--- config.mk ---
export PLATFORM = sky130hd
export DESIGN_NAME = sym_src
export DESIGN_NICKNAME = d
export VERILOG_FILES = /design/src/rtl/sym_src.sv
export SDC_FILE = /design/constraint.sdc
export NUM_CORES = 1
export LEC_CHECK = 0
export CAP_MARGIN = 10
export CORE_UTILIZATION = 50
export DETAILED_ROUTE_END_ITERATION = 7
export PLACE_DENSITY_LB_ADDON = 0.3
export SKIP_LAST_GASP = 1
export SYNTH_ARGS = -nofsm -noshare
export SYNTH_HDL_FRONTEND = slang
export SYNTH_SLANG_ARGS = --single-unit
--- constraint.sdc ---
create_clock -name clk -period 5.7 [get_ports clk]
set_clock_uncertainty 0.15 [all_clocks]
set_input_delay 1.425 -clock clk [delete_from_list [all_inputs] [get_ports clk]]
set_output_delay 1.425 -clock clk [all_outputs]
set_load 0.02 [all_outputs]
--- src/rtl/sym_src.sv ---
// sym_src: BPSK symbol source and rate-strobe generator.
// Produces the sample strobe cke (every clk_div clks), the symbol strobe den
// (every ovs-th cke) and a framed symbol stream: alternating preamble, PRBS
// payload, zero gap. dout is prefetched one symbol ahead of den.
// Build option: define SYM_SRC_PRBS15_EN to switch the payload from PRBS9
// (x^9+x^5+1) to PRBS15 (x^15+x^14+1).
module sym_src #(
  parameter int                      width     = 16,
  parameter int                      clk_div   = 4,
  parameter int                      ovs       = 10,
  parameter logic signed [width-1:0] amp       = 16'sh4000,
  parameter int                      pre_len   = 32,
  parameter int                      frame_len = 256,
  parameter int                      gap_len   = 16
) (
  input  logic                    clk,
  input  logic                    rst,
  input  logic                    en,
  output logic                    cke,
  output logic                    den,
  output logic signed [width-1:0] dout,
  output logic                    sof,
  output logic                    busy
);

`ifdef SYM_SRC_PRBS15_EN
  localparam int prbs_w   = 15;
  localparam int prbs_tap = 13;
`else
  localparam int prbs_w   = 9;
  localparam int prbs_tap = 4;
`endif

  localparam int div_w   = $clog2(clk_div);
  localparam int ph_w    = $clog2(ovs);
  localparam int cnt_max = (pre_len > frame_len) ?
                           ((pre_len > gap_len) ? pre_len : gap_len) :
                           ((frame_len > gap_len) ? frame_len : gap_len);
  localparam int cnt_w   = $clog2(cnt_max + 1);

  localparam logic [div_w-1:0]        div_last = div_w'(clk_div - 1);
  localparam logic [ph_w-1:0]         ph_last  = ph_w'(ovs - 1);
  localparam logic [cnt_w-1:0]        pre_last = cnt_w'(pre_len - 1);
  localparam logic [cnt_w-1:0]        pay_last = cnt_w'(frame_len - 1);
  localparam logic [cnt_w-1:0]        gap_last = cnt_w'(gap_len - 1);
  localparam logic [prbs_w-1:0]       seed     = '1;
  localparam logic signed [width-1:0] neg_amp  = -amp;

  // The state names which kind of symbol is currently held (prefetched) in dout.
  typedef enum logic [1:0] {IDLE, PRE, PAY, GAP} state_t;

  logic [div_w-1:0]        div_q, div_d;
  logic [ph_w-1:0]         ph_q, ph_d;
  state_t                  state_q, state_d;
  logic [cnt_w-1:0]        cnt_q, cnt_d;
  logic [prbs_w-1:0]       prbs_q, prbs_d;
  logic signed [width-1:0] dout_q, dout_d;
  logic                    sof_pend_q, sof_pend_d;
  logic                    fb;

  assign cke  = (div_q == div_last);
  assign den  = cke && (ph_q == ph_last);
  assign dout = dout_q;
  assign sof  = den && sof_pend_q;
  assign busy = (state_q != IDLE);
  assign fb   = prbs_q[prbs_w-1] ^ prbs_q[prbs_tap];

  // Free-running sample divider and symbol phase counter.
  always_comb begin
    // NOTE: every always_comb output gets a default first so no path leaves it unassigned (no latch).
    div_d = div_q + 1'b1;
    ph_d  = ph_q;
    if (cke) begin
      div_d = '0;
      ph_d  = (ph_q == ph_last) ? '0 : ph_q + 1'b1;
    end
  end

  // Framing FSM: at each den edge, load the symbol for the next den and advance.
  always_comb begin
    state_d    = state_q;
    cnt_d      = cnt_q;
    prbs_d     = prbs_q;
    dout_d     = dout_q;
    sof_pend_d = sof_pend_q;
    if (den) begin
      sof_pend_d = 1'b0;
      cnt_d      = cnt_q + 1'b1;
      unique case (state_q)
        IDLE: begin
          cnt_d  = '0;
          dout_d = '0;
          if (en) begin
            state_d    = PRE;
            prbs_d     = seed;
            dout_d     = amp;
            sof_pend_d = 1'b1;
          end
        end
        PRE: begin
          if (cnt_q == pre_last) begin
            state_d = PAY;
            cnt_d   = '0;
            prbs_d  = {prbs_q[prbs_w-2:0], fb};
            dout_d  = fb ? neg_amp : amp;
          end else begin
            // Next index is odd when the current one is even.
            dout_d = cnt_q[0] ? amp : neg_amp;
          end
        end
        PAY: begin
          if (cnt_q == pay_last) begin
            state_d = GAP;
            cnt_d   = '0;
            dout_d  = '0;
          end else begin
            prbs_d = {prbs_q[prbs_w-2:0], fb};
            dout_d = fb ? neg_amp : amp;
          end
        end
        GAP: begin
          dout_d = '0;
          if (cnt_q == gap_last) begin
            cnt_d = '0;
            if (en) begin
              state_d    = PRE;
              prbs_d     = seed;
              dout_d     = amp;
              sof_pend_d = 1'b1;
            end else begin
              state_d = IDLE;
            end
          end
        end
        default: begin
          state_d = IDLE;
          cnt_d   = '0;
          dout_d  = '0;
        end
      endcase
    end
  end

  // State registers with synchronous active-high reset.
  always_ff @(posedge clk) begin
    // NOTE: sequential state uses non-blocking assignments so all flops update from pre-edge values.
    if (rst) begin
      div_q      <= '0;
      ph_q       <= '0;
      state_q    <= IDLE;
      cnt_q      <= '0;
      prbs_q     <= seed;
      dout_q     <= '0;
      sof_pend_q <= 1'b0;
    end else begin
      div_q      <= div_d;
      ph_q       <= ph_d;
      state_q    <= state_d;
      cnt_q      <= cnt_d;
      prbs_q     <= prbs_d;
      dout_q     <= dout_d;
      sof_pend_q <= sof_pend_d;
    end
  end

endmodule

* After elaboration in Yosys (flattened, before gate mapping) *
Index checks and enable logic that the tools add are counted.

operators by class
  bitwise logic cells = 1
  equality and inequality tests = 13
  reduce and logical (&&, ||, !) cells = 7
  multiplexer cells = 26
  add/subtract/negate cells = 3

operators with widths
  operator               number
  $mux W16               5
  $pmux W9 S4            2
  $pmux W16 S4           1
  $mux W9                7
  $mux W15               1
  $ne A2 B2 Y1 const B   5
  $add A9 B1 Y9 const B  1
  $eq A9 B4 Y1 const B   1
  $eq A9 B5 Y1 const B   1
  $eq A9 B8 Y1 const B   1
  $mux W2                4
  $pmux W2 S4            1
  $eq A2 B2 Y1 const B   3
  $reduce_and A5 Y1      1
  $add A4 B1 Y4 const B  1
  $eq A4 B4 Y1 const B   1
  $mux W4                1
  $reduce_and A4 Y1      1
  $mux W1                3
  $add A2 B1 Y2 const B  1
  $eq A2 B1 Y1 const B   1
  $logic_and A1 B1 Y1    2
  $logic_not A2 Y1       1
  $pmux W1 S2            1
  3 further kinds        3

storage, ports and cells
  bits in registers = 43
  input port bits = 3

* Longest topological paths before layout *
Gate-level depths: netlist of run 1.

  word-level depth = 4
  depth in mapped cells = 11
  gate-level depth less buffers = 11

* Least setup slack after synthesis of run 1 *
No wires, ideal clock.

  path kind = reg2out
  from = register div_q[0]
  to = output port sof
  arrival = 2012 ps
  buffers on the path = 1
  path slack = 2113 ps
  data required time = 4125 ps
  cell stages (with the launch flop) = 7
  cells stage by stage = dfxtp_1 ha_1 nand2_1 or3_1 inv_1 clkbuf_1 and2_1

on the way
  longest elaborated chain between the ends = 3

ends and longest elaborated chain
  element                 RTL line  source
  start, declared         52        logic [div_w-1:0] div_q, div_d;
  start signal, assigned  156       div_q <= div_d;
  $eq A2 B2 Y1            61        assign cke = (div_q == div_last);
  via cke                 19        output logic cke,
  $logic_and A1 B1 Y1     62        assign den = cke && (ph_q == ph_last);
  via den                 20        output logic den,
  $logic_and A1 B1 Y1     64        assign sof = den && sof_pend_q;
  end, declared           22        output logic sof,

The timed path passes the listed nets, and every way through them passes these cells.

* Final worst setup path of run 1 *
  from = register div_q[0]
  to = output port den

on the way
  longest elaborated chain between the ends = 2

ends and longest elaborated chain
  element              RTL line
  $eq A2 B2 Y1         61
  $logic_and A1 B1 Y1  62
  end, declared        20

No other way between the ends.

==> results of run 1 <==
==> metal layers <==
layer	vias up	wire length, um	global-route usage (%)
li1	775	-	-
met2	24	1500	32.6
met4	0	49	6.67
met3	6	106	6.30
met1	685	1800	26.1
met5	-	0	0
==> area by class of cell <==
| type | count | area (um2) | share of cell area (%) |
|---|---|---|---|
| sequential | 29 | 581 | 31.4 |
| inverter | 9 | 33.8 | 1.83 |
| timing repair buffer | 9 | 87.6 | 4.74 |
| clock buffer | 7 | 55.1 | 2.98 |
| multi-input combinational | 166 | 1030 | 56.0 |
| tap | 46 | 57.6 | 3.11 |
==> sequential cells by signal, indices dropped and copies added, names as in the netlist <==
register    count
cnt_q           9
prbs_q          9
ph_q            4
div_q           2
dout            2
state_q         2
sof_pend_q      1
==> worst max-delay path, cell delays in order (launching register included) <==
cell and delay (ns):
dfxtp_1 0.35, ha_1 0.27, nand2_1 0.14, or3_1 0.63
inv_1 0.41, buf_4 0.25, clkdlybuf4s50_1 0.62
==> layout by cell type (no fill, tap or decap), types with 4 or more instances in the layout <==
cell type / count
nor2b_1: 4
inv_1: 9
conb_1: 14
a21oi_1: 11
clkbuf_4: 5
o21ai_1: 9
nand3_1: 12
dfxtp_1: 29
a32oi_1: 4
nor4_1: 11
o21ai_0: 6
nor2_1: 10
nand2_1: 16
nor3_1: 5
ha_1: 9
clkdlybuf4s50_1: 8
nand2b_1: 10
a31oi_1: 9
==> cell families after synthesis <==
kind of cell / synth area share [%]
and+or+nand+nor: 24.9
AOI/OAI and AO/OA: 22.7
buffers and inverters: 11.6
DFF: 32.7
adders and majority gates: 6.35
xor gates and xnor gates: 1.48
other: 0.212
==> Yosys cell counts (all sizes together), types with 2 or more instances <==
library cell | n | area share, %
o31ai | 2 | 0.85
and3 | 2 | 0.78
nor4 | 11 | 3.9
nor2b | 4 | 1.4
dfxtp | 29 | 33
o211ai | 2 | 0.85
nor3 | 5 | 1.4
and2 | 2 | 0.71
a32oi | 4 | 2.0
nand4 | 2 | 0.71
xnor2 | 2 | 0.99
o21ai | 16 | 4.7
a21oi | 11 | 3.1
a31oi | 9 | 3.2
nor2 | 10 | 2.1
nand4b | 2 | 0.99
nor3b | 2 | 0.85
inv | 9 | 1.9
nand2 | 16 | 3.4
clkbuf | 11 | 2.9
nand2b | 10 | 3.5
nand3 | 12 | 3.4
ha | 9 | 6.4
o2111ai | 2 | 0.99
buf | 16 | 6.8
==> power breakdown <==
part | switching [mW] | internal [mW] | total [mW]
clock | 0.0674 | 0.0581 | 0.126
sequential | 0.00131 | 0.205 | 0.206
combinational | 0.0175 | 0.00563 | 0.0231
total | 0.0862 | 0.269 | 0.355
==> worst max path at each step <==
stage / endpoint / slack [ns] / cells past startpoint
CTS: den / 1.13 / 6
finish: den / 1.12 / 6
global route: den / 0.93 / 6
detailed placement: den / 1.50 / 6
global placement: den / 1.57 / 6
floorplan: sof / 2.11 / 6
==> reports/results.ini, run 1 <==
[clock_network]
cts_setup_buffers = 0
holdBufCountCts = 0
post_cts_resized = 0
cts_buffer_depth = 2
clock_latency_ns = 0.32
root_buffer = clkbuf_4
clkSlewWorstSetupHoldPaths_ns = 0.09
cts_tree = done
cts.sink_count = 29
cts_max_level = 2
numCtsBuffers = 5

[floorplanning]
initial_core_util_pct = 52.7
std_cell_rows = 21
coreArea_um2 = 3360
io_pins = 23
die_y_um = 61.5
dieArea_um2 = 3790
die-width_um = 61.5

[setup_path]
cp.arrival_ns = 3.00
crit_type = flip-flop to output pin
start_kind = flip-flop
cp-end-kind = output pin
startpoint = div_q[0]
crit_required_ns = 4.12
rr_worst_depth = 11
r2r_slack_ns = 2.29
cp_max_fo = 22
crit-reg2reg-launch = cnt_q[0]
reg2reg_to = cnt_q[7]

[sta]
drv_slew = 0
layout_setup_ws_ns = 1.12
period_share_pct = 80.3
slew_headroom_pct = 36.5
hold_slack_ns = 0.290
grt_setup_unrepaired = no
setup_viol = 0
fin_crit_ns = 4.58
hold_viol_final = 0
tightest_slew_ns = 0.950
max_freq_mhz = 218
fin_setup_tns_ns = 0

[min_path]
holdPathStages = 1
min_from = div_q[0]
min_path_type = flip-flop to flip-flop
holdPathEnd = div_q[0]

[layout]
fin_util_pct = 55.0
diodes = 0
area_delta_synth_final_pct = 4.30
final_nets = 232
fill_cells = 344
fin_cells = 266
drive_gt1_share_pct = 6.36
stdcell_area_um2 = 1850

[synth]
syn_area_per_cell_um2 = 8.13
ys_seq_area_share_pct = 32.7
synth-seq-cells = 29
ys_async_sr_fraction_pct = 0
postSynthCellCount = 218
ys_types = 49
synth_warnings = 0
synth-edff-count = 0
syn_area_um2 = 1770
synth_ff_type = dfxtp_1

[drt]
totalWireLength_um = 3450
drc = 0
wl_per_cell_um = 13.0
drt-vias-per-instance = 5.60
drtPass1Iterations = 4
dr.first_iter.drc_count = 76
ant_nets = 0
routed-via-count = 1490

[place]
port_buffers = 8
dp.final_hpwl_um = 2350
dpl_cell_area_um2 = 1790
dp_cells = 259
dp_slack_ns = 1.50
routabilityCongestion = 0.831

[grt]
grt_remaining_overflow = 0
grt_pass1_vias = 1276
grt_pass1_wl_um = 5620
grt_max_degree = 23
antenna_found_initial = 0
grtUsageTotal_pct = 20.3

[power]
powerDensity_nw_per_um2 = 192
vdd_ir_drop_max_uv = 133
p_leak_nw = 0.675
power.total_mw = 0.355

[status]
status = finished clean

[flow_run]
drv_cap = 0

No activity file was read; power rests on OpenSTA's default activity.
==> inputs of run 2 (changes only) <==
clock period = 4.25 ns   (was 5.7 ns; I/O delays follow)
==> run 2 against run 1 <==
Largest cell class unchanged; critical endpoint unchanged; register-to-register slack lost 1.0 ns; critical path depth is the same; flip-flop and latch count is the same; die area is the same; sequential share of layout area shrank 0.38 points; core utilization grew 0.67 points; clock power grew 36%; total power grew 35%; final cell count grew 1.1%.
==> reports/results.ini, run 2 (same netlist as run 1, synthesis figures left out) <==
[clock_network]
cts.sink_count = 29
root_buffer = clkbuf_4
holdBufCountCts = 0
cts_buffer_depth = 2
cts_max_level = 2
cts_tree = done
post_cts_resized = 0
numCtsBuffers = 5
clkSlewWorstSetupHoldPaths_ns = 0.09
cts_setup_buffers = 0
clock_latency_ns = 0.33

[sta]
tightest_slew_ns = 0.541
drv_slew = 0
slew_headroom_pct = 63.9
period_share_pct = 84.6
setup_viol = 0
fin_crit_ns = 3.59
fin_setup_tns_ns = 0
hold_viol_final = 0
grt_setup_unrepaired = no
max_freq_mhz = 278

[grt]
grtUsageTotal_pct = 21.5
antenna_found_initial = 0
grt_pass1_wl_um = 5910
grt_max_degree = 23
grt_remaining_overflow = 0
grt_pass1_vias = 1301

[layout]
layout_common_cells = dfxtp_1 (29), nand2_1 (16), conb_1 (14)
final-seq-area_um2 = 581
stdcell_area_um2 = 1870
reg_top3 = cnt_q: 9 flops, prbs_q: 9 flops, ph_q: 4 flops
multi_input_area_um2 = 1030
drive_gt1_share_pct = 7.62
fill_cells = 336
diodes = 0
final_nets = 235
area_delta_synth_final_pct = 5.58
final_common_cell = dfxtp_1

[setup_path]
cp_slowest_cell = clkdlybuf4s50_1
path_cells = ha_1, nand2_1, or3_1, inv_1, buf_4, clkdlybuf4s50_1
crit_end = den
cp.arrival_ns = 2.38
crit_type = flip-flop to output pin
cp-end-kind = output pin
startpoint = div_q[0]
critPathBufInv = 3
r2r_slack_ns = 1.29
reg2reg_to = cnt_q[2]
crit_required_ns = 3.04
max_stage_delay_ns = 0.65
critical_path.top_delay_family = buffers and inverters
crit-reg2reg-launch = cnt_q[0]
cp_max_fo = 22
start_kind = flip-flop
rr_worst_depth = 12
crit_cells = 6

[drt]
dr.first_iter.drc_count = 101
routed-via-count = 1533
drc = 0
drtPass1Iterations = 4
wl_per_cell_um = 13.2
drt-vias-per-instance = 5.70
totalWireLength_um = 3540
ant_nets = 0

[floorplanning]
std_cell_rows = 21
io_pins = 23
coreArea_um2 = 3360
die_y_um = 61.5
die-width_um = 61.5
dieArea_um2 = 3790
initial_core_util_pct = 52.7

[power]
vdd_ir_drop_max_uv = 199
p_leak_nw = 0.690
powerDensity_nw_per_um2 = 256

[min_path]
holdPathStages = 1
min_path_type = flip-flop to flip-flop

[status]
status = finished clean

[flow_run]
drv_cap = 0

[place]
dp.final_hpwl_um = 2470
dpl_cell_area_um2 = 1820
port_buffers = 8
routabilityCongestion = 0.835

==> run 2: cell count changes in the layout (fill, tap and decap cells not counted) <==
cell / change
buf_4: +3
==> run 2: per-layer routing <==
metal	vias up	GRT usage [%]	routed length, um
met5	-	0	0
met3	5	6.30	158
li1	781	-	-
met1	709	27.9	1770
met4	0	7.62	59
met2	38	33.9	1560
==> run 2: power by group <==
part | switching (mW) | internal, mW | total [mW] | leakage (nW)
Sequential | 0.00161 | 0.275 | 0.276 | 0.234
Clock | 0.0930 | 0.0780 | 0.171 | 0.0314
Combinational | 0.0237 | 0.00801 | 0.0317 | 0.424
==> run 2: final cells by class <==
cell class	instances	area share (%)
multi-input combinational	166	55.3
clock buffer	7	2.94
inverter	9	1.80
sequential	29	31.0
tap	46	3.07
timing repair buffer	12	5.88
==> run 2: worst min path at each step <==
stage / slack [ns] / end / startpoint
global route: 0.31 / div_q[0] / div_q[0]
CTS: 0.29 / div_q[0] / div_q[0]
finish: 0.28 / div_q[0] / div_q[0]
global placement: 0.26 / div_q[0] / div_q[0]
detailed placement: 0.27 / div_q[0] / div_q[0]
floorplan: 0.25 / div_q[0] / div_q[0]
==> run 2: per-stage QoR <==
step           setup slack (ns)  hold slack (ns)  utilization, %  instances  power [mW]
6_report                  0.655            0.283            55.7        269       0.479
2_1_floorplan              1.03            0.254               -        231       0.317
4_1_cts                   0.625            0.287            55.7        269       0.486
5_1_grt                   0.432            0.309            55.7        269       0.500
3_5_place_dp               1.01            0.274            54.0        262       0.314
3_3_place_gp               1.04            0.265            54.0        262       0.314
==> edit, RTL diff (settings of run 2) <==
The option `SYM_SRC_PRBS15_EN` is turned on by a define.
--- a/src/rtl/sym_src.sv
+++ b/src/rtl/sym_src.sv
@@ -4,6 +4,8 @@
 // payload, zero gap. dout is prefetched one symbol ahead of den.
 // Build option: define SYM_SRC_PRBS15_EN to switch the payload from PRBS9
 // (x^9+x^5+1) to PRBS15 (x^15+x^14+1).
+`define SYM_SRC_PRBS15_EN
+
 module sym_src #(
   parameter int                      width     = 16,
   parameter int                      clk_div   = 4,
Check against the original RTL: same outputs for any inputs over 10 cycles, from zero or initial values and one cycle with rst high; that may be too few to reach the edited logic, so the function may still have changed.
==> edit against run 2 <==
- maximum frequency fell by 5.4%
- non-clock buffer count fell by 3
- total power rose by 38%
- setup slack got worse by 200 ps
- wire length rose by 5.2%
- via count rose by 1.8%
- global-route usage fell by 1.1 points
- critical path depth did not move
- first-iteration DRC count rose by 15%
- combinational power barely moved
- sequential cell count rose by 6
- design area rose by 10%
- area after synthesis rose by 8.9%
- critical path type unchanged
- highest routed layer unchanged
==> edit: results (changes against run 2) <==
{
  "final_net_count": {"value": 245, "change": "+4.3%"},
  "wl_per_cell": {"value": 13.2, "unit": "um", "change": "+0.40%"},
  "gp_routability_congestion": {"value": 0.802, "change": "-3.9%"},
  "drt-initial-drc-count": {"value": 116, "change": "+15%"},
  "grt_pass1_vias": {"value": 1459, "change": "+12%"},
  "r2r_cells": {"value": 11, "change": "-1"},
  "fillerInstances": {"value": 370, "change": "+10%"},
  "worst_setup_path_endpoint": "sof",
  "gr-usage-all-layers": {"value": 20.4, "unit": "%", "change": "-1.1 points"},
  "layout.cell_area.non_filler": {"value": 2070, "unit": "um2", "change": "+10%"},
  "arrival": {"value": 2590, "unit": "ps", "change": "+210 ps"},
  "post_dr_vias_cell": {"value": 5.53, "change": "-2.9%"},
  "clkLatencyLatePin": {"value": 290, "unit": "ps", "change": "-40 ps"},
  "yosysSeqAreaShare": {"value": 36.3, "unit": "%", "change": "+3.5 points"},
  "reg.largest.list": "prbs_q: 15 flops, cnt_q: 9 flops, ph_q: 4 flops",
  "drive_above_1_share": {"value": 6.84, "unit": "%", "change": "-0.79 points"},
  "slew-limit-headroom": {"value": 52.3, "unit": "%", "change": "-12 points"},
  "critical_path_peak_fanout": {"value": 15, "change": "-32%"},
  "post_dp_cell_area": {"value": 1960, "unit": "um2", "change": "+7.6%"},
  "ff2ff_setup_slack": {"value": 1240, "unit": "ps", "change": "-50 ps"},
  "cts-root-buf": "clkbuf_8",
  "reg2reg_to": "cnt_q[5]$_SDFFE_PP0P_",
  "synth.cells.most_frequent": "dfxtp_1 (35), nor2_1 (28), nor3b_1 (15)",
  "routing_usage_on_met3": {"value": 4.46, "unit": "%", "change": "-1.8 points"},
  "dp_hpwl": {"value": 2540, "unit": "um", "change": "+2.8%"},
  "p_leak": {"value": 0.760, "unit": "nW", "change": "+10%"},
  "max-vdd-ir-drop": {"value": 0.000206, "unit": "V", "change": "+3.5%"},
  "critical_path.max_stage_delay": {"value": 590, "unit": "ps", "change": "-60 ps"},
  "outcome": "completed",
  "grt_first_pass_wirelength": {"value": 6580, "unit": "um", "change": "+11%"},
  "groute.layer.met2.usage": {"value": 33.8, "unit": "%", "change": "-0.17 points"},
  "die_width": {"value": 64.1, "unit": "um", "change": "+4.2%"}
}
==> edit: metal layers <==
metal	part of all wire [%]	vias to the layer above
li1	-	799
met1	48	727
met2	47	27
met3	3.6	7
met4	1.4	0
met5	0	-
==> edit: power breakdown <==
group	switching, W	leakage [nW]	internal, W
clock network	0.000123	0.0581	0.000174
logic	0.0000235	0.419	0.00000828
registers	0.00000188	0.283	0.000331
total	0.000149	0.760	0.000514
==> edit: cell families (layout without fill, tap and decap cells) <==
group	count (synthesis)	count (layout)	share of synthesized area [%]
AND/OR/NAND/NOR	87	87	24.2
buffers and inverters	37	27	10.8
XOR/XNOR	4	4	1.81
AO/OA/AOI/OAI	58	58	20.8
other	1	14	0.194
flip-flops	35	35	36.3
adder cells (fa/ha/maj)	9	9	5.83
==> edit: per-stage QoR <==
stage                     power [W]  cells  setup WS (ps)
after floorplan            0.000375    244           1220
after global routing       0.000687    282            286
final                      0.000663    282            451
after global placement     0.000372    274            796
after CTS                  0.000669    282            440
after detailed placement   0.000372    274            756
==> edit: cell type report <==
cell class	instances	share of cell area, %
Clock buffer	5	3.33
Clock inverter	3	2.12
Inverter	10	1.81
Multi-Input combinational cell	172	51.7
Sequential cell	35	33.9
Tap cell	48	2.90
Timing Repair Buffer	9	4.23
==> edit: how the worst min path moves through the flow <==
stage / startpoint / end / slack [ps] / cells past startpoint
finish: sof_pend_q$_SDFFE_PP0P_ / sof_pend_q$_SDFFE_PP0P_ / 300 / 2
CTS: sof_pend_q$_SDFFE_PP0P_ / sof_pend_q$_SDFFE_PP0P_ / 300 / 2
global placement: div_q[0]$_SDFF_PP0_ / div_q[0]$_SDFF_PP0_ / 260 / 1
global route: div_q[0]$_SDFF_PP0_ / div_q[0]$_SDFF_PP0_ / 320 / 1
detailed placement: sof_pend_q$_SDFFE_PP0P_ / sof_pend_q$_SDFFE_PP0P_ / 300 / 2
floorplan: div_q[0]$_SDFF_PP0_ / div_q[0]$_SDFF_PP0_ / 250 / 1
==> edit: worst reg2reg max path, stage by stage (launching register included) <==
cell and delay [ps]:
dfxtp_1 360, ha_1 260, and3_1 210, and3_1 180, nand3_1 110, inv_1 50, ha_1 200, nor2b_1 270
nor2_1 160, a2111oi_2 570, nand2_1 180, o31ai_1 210
